$ cat config.mk
export PLATFORM = sky130hd
export DESIGN_NAME = reg_alu_ctrl
export DESIGN_NICKNAME = d
export VERILOG_FILES = /design/src/rtl/reg_alu_pkg.sv /design/src/rtl/reg_alu.sv /design/src/rtl/reg_alu_ctrl.sv
export SDC_FILE = /design/constraint.sdc
export NUM_CORES = 1
export LEC_CHECK = 0
export ABC_AREA = 1
export BUFFER_PORTS_ARGS = -buffer_cell sky130_fd_sc_hd__clkbuf_2
export CORE_ASPECT_RATIO = 2
export CORE_MARGIN = 2
export CORE_UTILIZATION = 59
export DETAILED_ROUTE_END_ITERATION = 16
export PLACE_DENSITY = 0.95
export SYNTH_ARGS = -nofsm -noshare
export SYNTH_HDL_FRONTEND = slang
export SYNTH_SLANG_ARGS = --single-unit
$ cat constraint.sdc
create_clock -name clk -period 3.5 [get_ports clk]
set_clock_uncertainty 0.1 [all_clocks]
set_input_delay 0.525 -clock clk [delete_from_list [all_inputs] [get_ports clk]]
set_output_delay 0.525 -clock clk [all_outputs]
set_load 0.05 [all_outputs]
$ cat src/rtl/reg_alu_pkg.sv
// Shared constants for the register-to-register execute/writeback stage:
// op codes, op width and the sequencer state encoding.
package reg_alu_pkg;

  localparam int OP_WIDTH = 3;

  localparam logic [OP_WIDTH-1:0] OP_ADD = 3'd0;
  localparam logic [OP_WIDTH-1:0] OP_SUB = 3'd1;
  localparam logic [OP_WIDTH-1:0] OP_AND = 3'd2;
  localparam logic [OP_WIDTH-1:0] OP_OR  = 3'd3;
  localparam logic [OP_WIDTH-1:0] OP_XOR = 3'd4;
  localparam logic [OP_WIDTH-1:0] OP_MOV = 3'd5;
  localparam logic [OP_WIDTH-1:0] OP_LDI = 3'd6;
  localparam logic [OP_WIDTH-1:0] OP_NOP = 3'd7;

  typedef enum logic [1:0] {
    ST_IDLE = 2'd0,
    ST_READ = 2'd1,
    ST_EXEC = 2'd2,
    ST_WB   = 2'd3
  } state_t;

endpackage

$ cat src/rtl/reg_alu.sv
// Combinational ALU: result, carry (ADD carry-out / SUB borrow) and zero flag.
module reg_alu
  import reg_alu_pkg::*;
#(
  parameter int DATA_WIDTH = 8
) (
  input  logic [OP_WIDTH-1:0]   op,
  input  logic [DATA_WIDTH-1:0] a,
  input  logic [DATA_WIDTH-1:0] b,
  input  logic [DATA_WIDTH-1:0] imm,
  output logic [DATA_WIDTH-1:0] result,
  output logic                  carry,
  output logic                  zero
);

  logic [DATA_WIDTH:0] sum;
  logic [DATA_WIDTH:0] diff;

  // The extra top bit of the widened difference is the unsigned borrow.
  always_comb begin
    sum    = {1'b0, a} + {1'b0, b};
    diff   = {1'b0, a} - {1'b0, b};
    result = '0;
    carry  = 1'b0;
    case (op)
      OP_ADD: begin
        result = sum[DATA_WIDTH-1:0];
        carry  = sum[DATA_WIDTH];
      end
      OP_SUB: begin
        result = diff[DATA_WIDTH-1:0];
        carry  = diff[DATA_WIDTH];
      end
      OP_AND:  result = a & b;
      OP_OR:   result = a | b;
      OP_XOR:  result = a ^ b;
      OP_MOV:  result = a;
      OP_LDI:  result = imm;
      OP_NOP:  result = '0;
      default: result = '0;
    endcase
    zero = (result == '0);
  end

endmodule

$ cat src/rtl/reg_alu_ctrl.sv
// Execute/writeback sequencer: accepts one command, reads both operands from
// reg_file, runs the ALU and writes the result back, one command per 4 cycles.
module reg_alu_ctrl
  import reg_alu_pkg::*;
#(
  parameter int DATA_WIDTH = 8,
  parameter int ADDR_WIDTH = 3
) (
  input  logic                  clk,
  input  logic                  rst,
  input  logic                  cmd_valid,
  output logic                  cmd_ready,
  input  logic [OP_WIDTH-1:0]   cmd_op,
  input  logic [ADDR_WIDTH-1:0] cmd_rd,
  input  logic [ADDR_WIDTH-1:0] cmd_rs1,
  input  logic [ADDR_WIDTH-1:0] cmd_rs2,
  input  logic [DATA_WIDTH-1:0] cmd_imm,
  output logic [ADDR_WIDTH-1:0] rf_read_addr1,
  output logic [ADDR_WIDTH-1:0] rf_read_addr2,
  input  logic [DATA_WIDTH-1:0] rf_read_data1,
  input  logic [DATA_WIDTH-1:0] rf_read_data2,
  output logic                  rf_we,
  output logic [ADDR_WIDTH-1:0] rf_write_addr,
  output logic [DATA_WIDTH-1:0] rf_write_data,
  output logic                  done,
  output logic [DATA_WIDTH-1:0] result,
  output logic                  flag_zero,
  output logic                  flag_carry
);

  state_t                  state;
  logic [OP_WIDTH-1:0]     op_q;
  logic [ADDR_WIDTH-1:0]   rd_q;
  logic [ADDR_WIDTH-1:0]   rs1_q;
  logic [ADDR_WIDTH-1:0]   rs2_q;
  logic [DATA_WIDTH-1:0]   imm_q;
  logic [DATA_WIDTH-1:0]   a_q;
  logic [DATA_WIDTH-1:0]   b_q;
  logic [DATA_WIDTH-1:0]   result_q;
  logic                    zero_q;
  logic                    carry_q;
  logic                    ready_q;
  logic                    we_q;
  logic                    done_q;

  logic [DATA_WIDTH-1:0]   alu_result;
  logic                    alu_carry;
  logic                    alu_zero;

  reg_alu #(.DATA_WIDTH(DATA_WIDTH)) u_alu (
    .op     (op_q),
    .a      (a_q),
    .b      (b_q),
    .imm    (imm_q),
    .result (alu_result),
    .carry  (alu_carry),
    .zero   (alu_zero)
  );

  // Sequencer FSM with all capture, operand and result registers.
  always_ff @(posedge clk) begin
    if (rst) begin
      state    <= ST_IDLE;
      op_q     <= '0;
      rd_q     <= '0;
      rs1_q    <= '0;
      rs2_q    <= '0;
      imm_q    <= '0;
      a_q      <= '0;
      b_q      <= '0;
      result_q <= '0;
      zero_q   <= 1'b0;
      carry_q  <= 1'b0;
      ready_q  <= 1'b1;
      we_q     <= 1'b0;
      done_q   <= 1'b0;
    end else begin
      case (state)
        ST_IDLE: begin
          if (cmd_valid) begin
            op_q    <= cmd_op;
            rd_q    <= cmd_rd;
            rs1_q   <= cmd_rs1;
            rs2_q   <= cmd_rs2;
            imm_q   <= cmd_imm;
            ready_q <= 1'b0;
            state   <= ST_READ;
          end
        end
        ST_READ: begin
          a_q   <= rf_read_data1;
          b_q   <= rf_read_data2;
          state <= ST_EXEC;
        end
        ST_EXEC: begin
          // NOP leaves result and flags untouched but still reports completion.
          if (op_q != OP_NOP) begin
            result_q <= alu_result;
            zero_q   <= alu_zero;
            carry_q  <= alu_carry;
            we_q     <= 1'b1;
          end
          done_q <= 1'b1;
          state  <= ST_WB;
        end
        ST_WB: begin
          we_q    <= 1'b0;
          done_q  <= 1'b0;
          ready_q <= 1'b1;
          state   <= ST_IDLE;
        end
        default: begin
          we_q    <= 1'b0;
          done_q  <= 1'b0;
          ready_q <= 1'b1;
          state   <= ST_IDLE;
        end
      endcase
    end
  end

  // Reset in the WB cycle must suppress both the write and the completion pulse.
  assign rf_we         = we_q & ~rst;
  assign done          = done_q & ~rst;
  assign cmd_ready     = ready_q;
  assign rf_read_addr1 = rs1_q;
  assign rf_read_addr2 = rs2_q;
  assign rf_write_addr = rd_q;
  assign rf_write_data = result_q;
  assign result        = result_q;
  assign flag_zero     = zero_q;
  assign flag_carry    = carry_q;

endmodule

**Yosys cells after proc, flatten, opt, wreduce, memory -nomap -nowiden**

Cells that the tools add are included.
W data, S select, Z words.

- Flip-flop bits (word level): 51
- Output and inout port bits: 30
- Logic and storage cells: 53

- Add/subtract/negate cells: 2
- Equal/unequal tests: 13
- Muxes and demuxes: 9
- Bitwise operators: 6
- Reductions and logical operators: 9

Operator list:

| kind | count |
|---|---|
| $pmux W8 S8 | 1 |
| $eq A3 B3 Y1 const B | 4 |
| $add A8 B8 Y9 | 1 |
| $sub A8 B8 Y9 | 1 |
| $and A8 B8 Y8 | 1 |
| $logic_not A8 Y1 | 1 |
| $or A8 B8 Y8 | 1 |
| $pmux W1 S2 | 4 |
| $pmux W2 S4 | 1 |
| $reduce_and A2 Y1 | 4 |
| $xor A8 B8 Y8 | 1 |
| $eq A3 B2 Y1 const B | 2 |
| $eq A2 B2 Y1 const B | 2 |
| $ne A2 B2 Y1 const B | 2 |
| $reduce_bool A2 Y1 | 2 |
| $eq A3 B1 Y1 const B | 1 |
| $logic_not A3 Y1 | 1 |
| $ne A3 B3 Y1 const B | 1 |
| $and A1 B1 Y1 | 2 |
| $eq A2 B1 Y1 const B | 1 |
| $logic_not A2 Y1 | 1 |
| $mux W1 | 2 |
| $mux W2 | 1 |
| $not A1 Y1 | 1 |

**Depth between registers and ports, before layout**

Gate-level depths: netlist of the first run.

- Depth in word-level cells: 3
- Gate-level depth with buffers: 16
- Gate-level depth less buffers: 16

**Hierarchy**

From an unflattened synthesis of the first run, not the netlist that was laid out.

- Cells, all modules: 533
- Area, all modules: 3498.4 um^2

Modules (own cells, without submodules):

| module | instances | cells each | area an instance (um^2) | sequential area each (um^2) |
|---|---|---|---|---|
| reg_alu_ctrl | 1 | 268 | 2040.7 | 1021.0 |
| reg_alu | 1 | 265 | 1457.6 | 0.0 |

**Worst setup path before layout of the first run**

No wires, ideal clock.

- Path type: input-to-output
- From: input rst
- To: output done
- Arrival: 1.379 ns
- Path slack: 1.496 ns
- Stages: 2
- Buffers on the path: 1
- Cells stage by stage: clkbuf_1 nor2_1

- Longest elaborated chain between the ends: 2

Ends and longest elaborated chain:

| element | line | text |
|---|---|---|
| start: declaration | reg_alu_ctrl.sv:10 | `input logic rst,` |
| $not A1 Y1 | reg_alu_ctrl.sv:124 | `assign done = done_q & ~rst;` |
| $and A1 B1 Y1 | reg_alu_ctrl.sv:124 |  |
| end: declaration | reg_alu_ctrl.sv:25 | `output logic done,` |

No other way between the ends.

**Final worst setup path of the first run**

- From: register a_q[0]
- To: register zero_q, in the netlist flag_zero

- Longest elaborated chain between the ends: 3
- Elaborated cells between the ends (all ways): 7

Ends and longest elaborated chain:

| element | line | text |
|---|---|---|
| start: declaration | reg_alu_ctrl.sv:37 | `logic [DATA_WIDTH-1:0] a_q;` |
| start signal: assignment | reg_alu_ctrl.sv:91 | `a_q <= rf_read_data1;` |
| $sub A8 B8 Y9, or another cell as far along | reg_alu.sv:22 | `diff = {1'b0, a} - {1'b0, b};` |
| $pmux W8 S8 (*) | reg_alu.sv:25 | `case (op)` |
| $logic_not A8 Y1 (*) | reg_alu.sv:42 | `zero = (result == '0);` |
| end signal: assignment | reg_alu_ctrl.sv:99 | `zero_q <= alu_zero;` |
| end: declaration | reg_alu_ctrl.sv:40 | `logic zero_q;` |

Mark *: on every way between the ends. The rest lies on a longest branch, timed or not.
A chain may end at the register's enable or synchronous reset.

==> results_dict.tcl, run 1 <==
set metrics [dict create \
    status "finished clean" \
    r2r.worst_path.cells 12 \
    cts_setup_buffers 0 \
    final.setup.tns_ps 0 \
    synth_area_um2 3240 \
    tightestPinTransition_ps 858 \
    crit_arrival_ps 2450 \
    synth_top_area_share_pct 31.5 \
    peakVddDrop_mv 0.673 \
    cp_data_required_time_ps 3660 \
    cts_buffers 5 \
    p_leak_uw 0.00178 \
    fp-row-count 38 \
    cts-hold-fix-buffers 0 \
    avgSynthCellArea_um2 6.80 \
    grt_overflow 0 \
    dieArea_um2 6130 \
    clkSinkCount 51 \
    post-route-period-util_pct 65.6 \
    num-fill-cells 446 \
    setup_violations 0 \
    p_int_uw 1580 \
    area_growth_pct 11.0 \
    clk_latency_ps 310 \
    synthXorXnorAreaFrac_pct 0 \
    via_count 3290 \
    grt_pass1_vias 3212 \
    min_period_ps 2300 \
    antenna_found_initial 0 \
    wl_mm 8.76 \
    p_comb_share_pct 60.5 \
    drv_cap 0 \
    gp_congestion 0.941 \
    synthFlopType "dfxtp_1" \
    io_buffers 68 \
    syn_nets 546 \
    hold_path.class "primary input to flip-flop" \
    clockBufferDepth 2 \
    switching_share_pct 53.9 \
    path_max_fanout 3 \
    yosysWarnings 0 \
    switchingPower_uw 1850 \
    syn_inst 476 \
    die_y_um 109 \
    grt_start_max_net_pins 47 \
    synth_edf_count 0 \
    ant_nets 0 \
    wl_per_cell_um 15.0 \
    cts_root_buffer "clkbuf_8" \
    hp-start "cmd_imm[0]" \
    criticalPathCategory "flip-flop to flip-flop" \
    drive_gt1_share_pct 17.0 \
    rsz0062_at_grt "false" \
    synthMuxAreaShare_pct 0 \
    synth_top_family_by_area "simple AND/OR/NAND/NOR gates" \
    synth_area_leaders "dfxtp_1, ha_1, nor2_1" \
    critPathLaunchType "flip-flop" \
    synth-seq-cells 51 \
    worstReg2RegEnd "flag_zero$_SDFFE_PP0P_" \
    dpl.hpwl_mm 6.87 \
    end_kind "flip-flop" \
    fp.dieW_um 56.4 \
    post_cts_resized 0 \
    detail_route.first_pass.iterations 4 \
    seq_area_frac_synth_pct 31.5 \
    hold_depth 3 \
    clkPwrFrac_pct 11.5 \
    async_flop_share_pct 0 \
    p_seq_share_pct 27.9 \
    synthDistinctLibCells 33 \
    synth-simple-area-share_pct 27.3 \
    cts_tree "done" \
    yosysTopAreaCell "dfxtp_1" \
    h-tree-depth 2 \
    holdPathEnd "imm_q[0]$_SDFFE_PP0P_" \
    drc 0 \
    start_util_pct 60.2 \
    clkTransAtPathRegs_ps 90 \
    r2r_start "a_q[0]$_SDFFE_PP0N_" \
    power_density_nw_per_um2 956 \
    hold_viol 0 \
    pin_count 69 \
    n_antenna_cell 0 \
    fmax_ghz 0.435 \
    post-route-util_pct 66.9 \
    timing.reg2reg.setup_slack_ps 1200 \
    vias_per_cell 5.63 \
    slew_viol_final 0 \
    synth_fa_ha_area_share_pct 12.4 \
    maxSlewHeadroom_pct 42.8 \
    grt.total_usage_pct 29.6 \
    grt_pass1_wl_mm 14.2 \
    first_iter_violations 152 \
    nNetsFinal 594 \
    core_area_um2 5370 \
    synth-compound-area-share_pct 16.3 \
]
==> cells by family (layout without fill, tap and decap cells) <==
logic type | count (synthesis) | after routing
AO/OA/AOI/OAI | 99 | 99
adder cells (fa/ha/maj) | 31 | 31
buffers and inverters | 89 | 137
flip-flops | 51 | 51
AND/OR/NAND/NOR | 206 | 206
==> power groups by stage <==
stage	registers, µW	clock network (µW)	logic, µW
6_report	959	396	2080
5_1_grt	980	421	2310
4_1_cts	953	400	2060
3_5_place_dp	965	0	2050
3_3_place_gp	951	0	2010
2_1_floorplan	1150	0	1440
==> flip-flops by register name, summed over array words and instances, names as in the netlist, 2 cells and up <==
signal,cells
imm_q,8
rf_write_addr,3
op_q,3
b_q,8
a_q,8
result,8
state,2
rf_read_addr2,3
rf_read_addr1,3
==> cell usage in the layout, fill, tap and decap left out, types with 2 or more instances in the layout <==
cell / Yosys / layout
nand2_1: 72 / 72
o21a_1: 2 / 2
nand3_1: 34 / 34
o21ai_0: 50 / 50
clkbuf_2: 0 / 68
nand4_1: 13 / 13
fa_1: 2 / 2
inv_1: 54 / 54
o211ai_1: 5 / 5
nand2_2: 2 / 2
nor2_1: 74 / 74
dfxtp_1: 51 / 51
inv_2: 5 / 5
a21oi_2: 2 / 2
nor3_1: 4 / 4
ha_1: 29 / 29
o22ai_1: 2 / 2
clkbuf_8: 0 / 5
a21oi_1: 35 / 35
==> per-layer routing <==
layer	up-vias	track usage, %	share of wire (%)
li1	1628	-	-
met1	1475	28.8	36
met5	-	0	0
met3	52	4.51	4.3
met2	135	53.9	52
met4	0	24.1	7.4
==> worst max-delay path by stage <==
| stage | start | to | cells past startpoint |
|---|---|---|---|
| global placement | a_q[0]$_SDFFE_PP0N_ | flag_zero$_SDFFE_PP0P_ | 12 |
| global route | a_q[0]$_SDFFE_PP0N_ | flag_zero$_SDFFE_PP0P_ | 16 |
| CTS | a_q[0]$_SDFFE_PP0N_ | flag_zero$_SDFFE_PP0P_ | 12 |
| finish | a_q[0]$_SDFFE_PP0N_ | flag_zero$_SDFFE_PP0P_ | 12 |
| floorplan | rst | done | 2 |
| detailed placement | a_q[0]$_SDFFE_PP0N_ | flag_zero$_SDFFE_PP0P_ | 12 |
==> cell usage after synthesis, types with 2 or more instances <==
cell type / instances
dfxtp_1: 51
o21a_1: 2
a21oi_1: 35
nor3_1: 4
nand2_1: 72
fa_1: 2
ha_1: 29
buf_6: 3
o21ai_0: 50
nand2_2: 2
o22ai_1: 2
o211ai_1: 5
clkbuf_1: 11
a21oi_2: 2
inv_1: 54
inv_2: 5
buf_4: 10
nand4_1: 13
buf_2: 4
nand3_1: 34
nor2_1: 74
==> metrics by stage <==
stage          cells  cell area [µm²]  setup WS, ps  total power, µW  hold slack [ps]
2_1_floorplan    476             3240          1500             2590              332
3_3_place_gp     577             3490          1230             2960              348
3_5_place_dp     577             3490          1230             3010              357
4_1_cts          584             3590          1220             3410              360
5_1_grt          584             3590          1000             3710              367
6_report         584             3590          1200             3430              363
==> layout make-up <==
class | instances | area, µm² | share of cell area [%]
multi-input combinational | 336 | 1810 | 50.5
clock buffer | 6 | 72.6 | 2.02
tap | 60 | 75.1 | 2.09
clock inverter | 1 | 30.0 | 0.836
sequential | 51 | 1020 | 28.4
inverter | 61 | 231 | 6.44
timing repair buffer | 69 | 348 | 9.68
==> worst max-delay path: stages, from the launching register on <==
cell and delay (ps):
dfxtp_1 370, inv_1 90, ha_1 230, fa_1 480, nand3b_1 130, nand3_1 110, nor2_1 150, nand3_1 130
nor2_1 130, nand2_1 50, nor2_1 80, nand3_1 90, a21oi_2 110
(Power assumes the default switching activity.)
==> run 2: changes to the inputs <==
--- a/config.mk
+++ b/config.mk
@@ -5,13 +5,13 @@
 export SDC_FILE = /design/constraint.sdc
 export NUM_CORES = 1
 export LEC_CHECK = 0
-export ABC_AREA = 1
+export ABC_AREA = 0
 export BUFFER_PORTS_ARGS = -buffer_cell sky130_fd_sc_hd__clkbuf_2
 export CORE_ASPECT_RATIO = 2
 export CORE_MARGIN = 2
-export CORE_UTILIZATION = 59
+export CORE_UTILIZATION = 55
 export DETAILED_ROUTE_END_ITERATION = 16
-export PLACE_DENSITY = 0.95
+export PLACE_DENSITY = 0.9
 export SYNTH_ARGS = -nofsm -noshare
 export SYNTH_HDL_FRONTEND = slang
 export SYNTH_SLANG_ARGS = --single-unit
==> constraint.sdc (replaced) <==
create_clock -name clk -period 2.23 [get_ports clk]
set_clock_uncertainty 0.1 [all_clocks]
set_input_delay 0.3345 -clock clk [delete_from_list [all_inputs] [get_ports clk]]
set_output_delay 0.3345 -clock clk [all_outputs]
set_load 0.05 [all_outputs]
==> run 2 against run 1 <==
- the run now ends with setup timing left
- synthesized area is 0.81% lower
- clock-buffer cell count stayed put
- die area is 6.1% higher
- power is 57% higher
- synthesized cell count is 17% lower
- register-to-register slack worse by 1300 ps
- global-route usage is 3.2 points lower
- fmax is 0.58% higher
- worst hold slack worse by 210 ps
- final area is 15% higher
- critical path type unchanged
- largest cell class unchanged
- largest power group unchanged
- highest routed layer unchanged
==> results_dict.tcl, run 2 <==
set metrics [dict create \
    start_util_pct 56.7 \
    syn_inst 393 \
    power.total_uw 5380 \
    fp-row-count 39 \
    async_flop_share_pct 0 \
    seq_area_frac_synth_pct 31.8 \
    synth-seq-cells 51 \
    clkTransAtPathRegs_ps 60 \
    synthMuxAreaShare_pct 8.53 \
    cts_root_buffer "clkbuf_16" \
    hold_viol 0 \
    drive_gt1_share_pct 33.3 \
    clkSinkCount 51 \
    rsz0062_at_grt "true" \
    holdPathEnd "rf_write_addr[2]$_SDFFE_PP0P_" \
    yosysWarnings 0 \
    drv_cap 0 \
    p_leak_uw 0.00176 \
    synth-compound-area-share_pct 19.1 \
    final_cell_mix "clkbuf_2, nand2_1, dfxtp_1, nor2_1, buf_4" \
    n_antenna_cell 0 \
    ant_nets 0 \
    pin_count 69 \
    hp-start "cmd_rd[2]" \
    path_max_fanout 3 \
    dieArea_um2 6500 \
    status "finished, violations left" \
    maxSlewHeadroom_pct 55.5 \
    r2r.worst_path.cells 10 \
    criticalPathCategory "flip-flop to flip-flop" \
    cts_tree "done" \
    clk_latency_ps 300 \
    synth_top_area_share_pct 31.8 \
    wl_mm 8.54 \
    cp_data_required_time_ps 2360 \
    yosysTopAreaCell "dfxtp_1" \
    slew_viol_final 0 \
    drc 0 \
    fmax_ghz 0.438 \
    post-route-period-util_pct 102 \
    vias_per_cell 5.62 \
    synthDistinctLibCells 51 \
    end_kind "flip-flop" \
    hold_depth 3 \
    critPathLaunchType "flip-flop" \
    final_common_cell "clkbuf_2" \
    switchingPower_uw 2340 \
    synth-simple-area-share_pct 17.1 \
    hold_path.class "primary input to flip-flop" \
    synth_area_um2 3210 \
    grt_pass1_vias 2955 \
    io_buffers 68 \
    grt_overflow 0 \
    syn_nets 463 \
    pre_cts_slack_ps -167 \
    via_count 3014 \
    peakVddDrop_mv 1.19 \
    synth_fa_ha_area_share_pct 12.5 \
    fin_area_um2 4120 \
    place_area_um2 3720 \
    fp.dieW_um 58.0 \
    setup_violations 3 \
    clockBufferDepth 2 \
    grt.total_usage_pct 26.4 \
    tightestPinTransition_ps 668 \
    grt_start_max_net_pins 25 \
    stdcell_count 536 \
    p_comb_share_pct 57.9 \
    synth_edf_count 0 \
    min_period_ps 2280 \
    timing.reg2reg.setup_slack_ps -50 \
    crit_arrival_ps 2410 \
    die_y_um 112 \
    area_growth_pct 28.3 \
    synth.most_common_cell "dfxtp_1" \
    r2r_start "a_q[0]$_SDFFE_PP0N_" \
    power_density_nw_per_um2 1310 \
    wl_per_cell_um 15.9 \
    final.setup.tns_ps -113 \
    yosys-top-cells-count "dfxtp_1, nand2_1, nor2_1, a21oi_1, ha_1" \
    p_seq_share_pct 23.8 \
    nNetsFinal 544 \
    fin_ws_ps -53.0 \
    worstReg2RegEnd "flag_zero$_SDFFE_PP0P_" \
    synth_area_leaders "dfxtp_1, ha_1, mux2i_1" \
    h-tree-depth 2 \
    synthFlopType "dfxtp_1" \
    cts_buffers 5 \
    grt_pass1_wl_mm 13.2 \
    avgSynthCellArea_um2 8.17 \
    antenna_found_initial 0 \
    core_area_um2 5660 \
    synth_top_family_by_area "compound AO/OA/AOI/OAI gates" \
    dpl.hpwl_mm 6.48 \
    first_iter_violations 125 \
    p_int_uw 3040 \
    synthXorXnorAreaFrac_pct 2.18 \
    switching_share_pct 43.6 \
    clkPwrFrac_pct 18.2 \
    gp_congestion 0.940 \
    post-place-cells 524 \
    detail_route.first_pass.iterations 4 \
    violations "setup timing" \
    num-fill-cells 457 \
]
run 2: changes by cell type after synthesis, moves of 6 or more:
cell | before | now
nand3_1 | 34 | 1
nor2_1 | 74 | 42
o21ai_0 | 50 | 18
inv_1 | 54 | 27
mux2i_1 | 0 | 24
nand2_1 | 72 | 49
nand4_1 | 13 | 1
a211oi_1 | 1 | 10
xnor2_1 | 0 | 8
buf_2 | 4 | 10
nor2b_1 | 0 | 6
run 2: layout make-up:
cell class              count  area, µm²  share of cell area [%]
multi-input cells         282       2090                    50.8
flip-flops and latches     51       1030                    25.0
repair buffers            107        633                    15.4
clock buffers               6        129                    3.13
inverters                  27        101                    2.46
well taps                  61       76.3                    1.85
clock inverters             2       60.1                    1.46
run 2: cells by family (layout without fill, tap and decap cells):
group           after synthesis  count (layout)
fa+ha+maj                    31              31
xor+xnor                      8               8
buf+inv                      60             142
simple gates                121             121
compound gates               95              95
mux                          27              27
flops                        51              51
run 2: per-stage QoR:
step	utilization [%]	hold WS, ps
floorplan	-	333
global placement	65.7	341
detailed placement	65.7	345
CTS	70.1	151
global route	72.8	169
finish	72.8	153
run 2: worst max-delay path, stage by stage, from the launching register on:
cell	delay (ps)
dfxtp_2	350
inv_2	50
ha_4	160
fa_2	400
o21bai_4	170
a21oi_4	90
o311ai_4	320
xnor2_2	160
a2bb2oi_2	170
o2111ai_1	110
o21ai_1	140
run 2: worst max path at each step:
| stage | startpoint | to | cells after the start |
|---|---|---|---|
| 5_1_grt | a_q[0]$_SDFFE_PP0N_ | flag_zero$_SDFFE_PP0P_ | 11 |
| 3_3_place_gp | a_q[0]$_SDFFE_PP0N_ | flag_zero$_SDFFE_PP0P_ | 10 |
| 3_5_place_dp | a_q[0]$_SDFFE_PP0N_ | flag_zero$_SDFFE_PP0P_ | 10 |
| 4_1_cts | a_q[0]$_SDFFE_PP0N_ | flag_zero$_SDFFE_PP0P_ | 10 |
| 2_1_floorplan | a_q[0]$_SDFFE_PP0N_ | flag_zero$_SDFFE_PP0P_ | 10 |
| 6_report | a_q[0]$_SDFFE_PP0N_ | flag_zero$_SDFFE_PP0P_ | 10 |
run 2: power by group through the flow:
| stage | clock [µW] | sequential [µW] | combinational [µW] |
|---|---|---|---|
| finish | 982 | 1280 | 3120 |
| global route | 1030 | 1310 | 3360 |
| CTS | 996 | 1280 | 2810 |
| detailed placement | 0 | 1300 | 2700 |
| global placement | 0 | 1280 | 2630 |
| floorplan | 0 | 1560 | 1730 |
run 2: what timing repair did:
item,CTS,global route
endpoints found under the setup margin,7,7
resized for setup,10,32
endpoints found under the hold margin,0,0
pin swaps,6,16
setup buffers,2,2
hold buffers,0,0
run 2: layer usage:
layer	up-vias	track usage [%]	part of all wire (%)
li1	1489	-	-
met1	1413	26.1	35
met2	83	49.9	56
met3	29	4.15	2.8
met4	0	13.6	5.2
met5	-	0	0
